`src/rtl/sb_rr_arbiter.sv`:
```
// Packet-aware round-robin arbiter: N switchboard streams share one registered output.
// The grant is held from the first beat of a packet until the beat carrying last=1.
module sb_rr_arbiter #(
  parameter int N  = 4,
  parameter int DW = 256,
  localparam int IDW = $clog2(N)
) (
  input  logic              clk,
  input  logic              rst,
  input  logic [N*DW-1:0]   in_data,
  input  logic [N*32-1:0]   in_dest,
  input  logic [N-1:0]      in_last,
  input  logic [N-1:0]      in_valid,
  output logic [N-1:0]      in_ready,
  output logic [DW-1:0]     out_data,
  output logic [31:0]       out_dest,
  output logic              out_last,
  output logic              out_valid,
  input  logic              out_ready,
  output logic              locked,
  output logic [IDW-1:0]    grant_id
);

  localparam int PW = IDW + 1;

  typedef enum logic {IDLE = 1'b0, LOCKED = 1'b1} state_t;

  state_t          state_reg, state_next;
  logic [IDW-1:0]  rr_ptr_reg, rr_ptr_next;
  logic [IDW-1:0]  sel;
  logic            sel_valid;
  logic            found;
  logic [PW-1:0]   pos;
  logic            can_accept;
  logic            xfer;

  logic [DW-1:0]   data_arr [N];
  logic [31:0]     dest_arr [N];

  generate
    for (genvar gi = 0; gi < N; gi++) begin : g_unpack
      assign data_arr[gi] = in_data[gi*DW +: DW];
      assign dest_arr[gi] = in_dest[gi*32 +: 32];
    end
  endgenerate

  assign locked = (state_reg == LOCKED);

  always_comb begin
    can_accept  = !out_valid || out_ready;
    sel         = grant_id;
    sel_valid   = 1'b0;
    found       = 1'b0;
    pos         = '0;
    in_ready    = '0;
    xfer        = 1'b0;
    state_next  = state_reg;
    rr_ptr_next = rr_ptr_reg;

    if (state_reg == LOCKED) begin
      // The owner keeps its ready even while its valid is low, so nobody else can cut in.
      sel       = grant_id;
      sel_valid = 1'b1;
    end else begin
      for (int k = 0; k < N; k++) begin
        pos = {1'b0, rr_ptr_reg} + PW'(k);
        if (pos >= PW'(N)) pos = pos - PW'(N);
        if (!found && in_valid[pos[IDW-1:0]]) begin
          found = 1'b1;
          sel   = pos[IDW-1:0];
        end
      end
      sel_valid = found;
    end

    if (sel_valid && !rst) in_ready[sel] = can_accept;
    xfer = in_ready[sel] && in_valid[sel];

    if (xfer) begin
      state_next = in_last[sel] ? IDLE : LOCKED;
      if (in_last[sel]) rr_ptr_next = (sel == IDW'(N-1)) ? '0 : sel + 1'b1;
    end
  end

  always_ff @(posedge clk or posedge rst) begin
    if (rst) begin
      state_reg  <= IDLE;
      rr_ptr_reg <= '0;
      grant_id   <= '0;
      out_valid  <= 1'b0;
      out_data   <= '0;
      out_dest   <= '0;
      out_last   <= 1'b0;
    end else begin
      state_reg  <= state_next;
      rr_ptr_reg <= rr_ptr_next;
      if (xfer) begin
        out_data  <= data_arr[sel];
        out_dest  <= dest_arr[sel];
        out_last  <= in_last[sel];
        out_valid <= 1'b1;
        grant_id  <= sel;
      end else if (out_ready) begin
        out_valid <= 1'b0;
      end
    end
  end

endmodule

```
`config.mk`:
```
export PLATFORM = sky130hd
export DESIGN_NAME = sb_rr_arbiter
export DESIGN_NICKNAME = d
export VERILOG_FILES = /design/src/rtl/sb_rr_arbiter.sv
export SDC_FILE = /design/constraint.sdc
export NUM_CORES = 1
export LEC_CHECK = 0
export CORE_AREA = 2 2 573 575
export DETAILED_ROUTE_END_ITERATION = 10
export DIE_AREA = 0 0 575 577
export PLACE_DENSITY_LB_ADDON = 0.05
export SYNTH_ARGS = -nofsm -noshare
export SYNTH_HDL_FRONTEND = slang
export SYNTH_SLANG_ARGS = --single-unit
```
`constraint.sdc`:
```
create_clock -name clk -period 16.2 [get_ports clk]
set_input_delay 4.05 -clock clk [delete_from_list [all_inputs] [get_ports clk]]
set_output_delay 4.05 -clock clk [all_outputs]
set_load 0.02 [all_outputs]
```
==> results_dict.tcl <==
set metrics [dict create \
    status "finished clean" \
    p_sw_share_pct 58.6 \
    dieArea_um2 332000 \
    crit_start "in_valid[1]" \
    rsz0062_at_grt "false" \
    clock_latency_ns 0.73 \
    nets 4879 \
    crit_fanout 63 \
    worst_slew_pin_slew_ns 1.05 \
    antenna_found_initial 148 \
    yosysSeqAreaShare_pct 33.0 \
    reg2reg_slack_ns 9.86 \
    cts_tree "yes" \
    cts_buffers 56 \
    post-synth-top-area-cell "dfrtp_1" \
    finalWirelength_um 259000 \
    ant_nets 0 \
    ys_warn_count 0 \
    maxSlewViolCount 0 \
    initial_core_util_pct 6.87 \
    wl_per_cell_um 31.8 \
    holdPathEnd "out_last$_DFFE_PP0P_" \
    dr.pass1.iters 5 \
    fin_hold_ws_ns 0.484 \
    core_area_um2 326000 \
    r2r_start "rr_ptr_reg[0]$_DFFE_PP0P_" \
    synth_nets 3711 \
    grt_max_degree 143 \
    fin_tns_setup_ns 0 \
    p_per_area_nw_per_um2 230 \
    pwr-share-comb_pct 72.8 \
    cts.sinks 295 \
    syn_inst 2546 \
    internal_power_mw 4.15 \
    p_total_mw 10.0 \
    critPathKind "primary input to output port" \
    drv_cap 0 \
    synth-async-reset-ratio_pct 100 \
    die_w_um 575 \
    setup_viol_count_final 0 \
    hold_depth 1 \
    via_per_inst 3.61 \
    syn-mean-instance-area_um2 8.79 \
    max_freq_mhz 83.1 \
    dp_hpwl_um 194000 \
    drcViolationCount 0 \
    layout-drive-gt1-share_pct 4.95 \
    top_regs "out_data (256), out_dest (32)" \
    fin_skew_ns 0.0410 \
    synth-main-ff-cell "dfrtp_1" \
    gp_congestion 0.733 \
    nFillCells 37200 \
    clkTransAtPathRegs_ns 0.05 \
    synth-edff-count 0 \
    multiInputGateArea_um2 13400 \
    power_frac_seq_pct 14.4 \
    timing.rr.end "out_data[237]$_DFFE_PP0P_" \
    hold_buffers 0 \
    vias 29400 \
    p_switching_mw 5.87 \
    root_buffer "clkbuf_16" \
    regMostFlops "out_data" \
    cts_buffer_depth 3 \
    worstPathArrival_ns 7.99 \
    synth_common_cells "a211oi_1 (577), and3_1 (577), clkbuf_1 (354)" \
    post_cts_buffers 0 \
    p_clk_share_pct 12.9 \
    cts.repair.resized 0 \
    syn_area_um2 22400 \
    globalRouteOverflowTotal 0 \
    synthTopCellsByArea "dfrtp_1 (33%), a211oi_1 (19%), and3_1 (16%), o221ai_1 (11%), o31ai_1 (9.7%)" \
    syn2layout_area_growth_pct 94.2 \
    die-height_um 577 \
    io_pins 1460 \
    place_ws_ns 4.03 \
    largest_reg_flops 256 \
    max-slew-margin-rel_pct 29.9 \
    min-delay-start "out_last$_DFFE_PP0P_" \
    finalCriticalPeriod_ns 12.04 \
    ys_ff_latch 295 \
    io_buffers 1459 \
    grt.total_usage_pct 15.0 \
    grt_pass1_wl_um 336000 \
    finalWorstSetupSlack_ns 4.16 \
    synth_top_area_share_pct 33.0 \
    hold_class "flip-flop to flip-flop" \
    htree_levels 2 \
    vdd_drop_max_uv 145 \
    end_kind "output port" \
    worstRegToRegCells 11 \
    finalHoldViolCount 0 \
    regArea_um2 7380 \
    grt_pass1_vias 31800 \
    startpoint_type "primary input" \
    synthDistinctLibCells 51 \
    period_share_pct 74.3 \
    first_iter_violations 1531 \
    cp_data_required_time_ns 12.15 \
    power.leakage_nw 15.5 \
    rows 210 \
]
[layout make-up]
type	count	share of cell area (%)
Multi-Input combinational cell	1816	30.7
Sequential cell	295	17.0
Inverter	9	0.112
Clock inverter	9	0.294
Tap cell	4346	12.5
Antenna cell	46	0.265
Clock buffer	91	3.94
Timing Repair Buffer	1536	35.2
[power groups by stage]
stage / clock, mW / combinational (mW) / sequential (mW)
CTS: 1.37 / 7.62 / 1.47
floorplan: 0 / 3.35 / 1.74
detailed placement: 0 / 7.60 / 1.47
global placement: 0 / 7.67 / 1.47
finish: 1.29 / 7.29 / 1.44
global route: 1.38 / 7.87 / 1.50
[critical path: stages]
cell             delay [ns]
clkdlybuf4s50_1        0.89
or3b_1                 0.45
a2111oi_4              0.42
nor2_1                 0.08
o31a_2                 0.32
buf_4                  0.33
a21bo_4                0.42
nor2_1                 0.32
clkdlybuf4s50_1        0.67
[logic make-up after synthesis]
kind of cell             Yosys count  synth area share (%)
AND/OR/NAND/NOR                  616                  17.2
multiplexers                      11                 0.581
AO/OA/AOI/OAI                   1187                  41.5
buffers and inverters            435                  7.68
flip-flops                       295                  33.0
adder cells (fa/ha/maj)            2                 0.112
[cell usage in the layout, fill, tap and decap left out, types with 3 or more instances in the layout]
cell,Yosys,routed
diode_2,0,46
nand3b_1,4,4
buf_4,2,68
a21oi_1,6,6
mux2_2,6,6
buf_12,0,9
clkbuf_1,354,18
inv_1,8,7
clkinv_2,0,4
o21ai_0,8,8
o31ai_1,288,288
and3_1,577,577
a211oi_1,577,574
clkbuf_16,0,57
nor2_1,8,8
and2_1,3,3
clkdlybuf4s50_1,0,1459
dfrtp_1,295,295
a211oi_2,0,3
nand2_1,8,7
or3b_2,3,3
bufinv_16,0,3
clkbuf_8,0,16
o221ai_1,289,289
[per-layer routing]
metal / up-vias / global-route usage, % / part of all wire, %
li1: 13000 / - / -
met1: 14800 / 16.4 / 38
met2: 1127 / 26.9 / 50
met3: 303 / 6.13 / 9.0
met4: 148 / 2.96 / 2.0
met5: - / 0 / 0.35
[worst max-delay path by stage]
stage	endpoint	slack [ns]
3_5_place_dp	in_ready[1]	4.03
5_1_grt	in_ready[1]	3.94
2_1_floorplan	in_ready[0]	0.27
6_report	in_ready[1]	4.16
3_3_place_gp	in_ready[1]	3.97
4_1_cts	in_ready[1]	4.02
[through the flow]
stage,area (µm²),utilization (%),cells
floorplan,22400,-,2546
global placement,41500,12.7,8002
detailed placement,41500,12.7,8002
CTS,43400,13.3,8102
global route,43400,13.3,8117
finish,43500,13.3,8148
(Power assumes the default switching activity.)
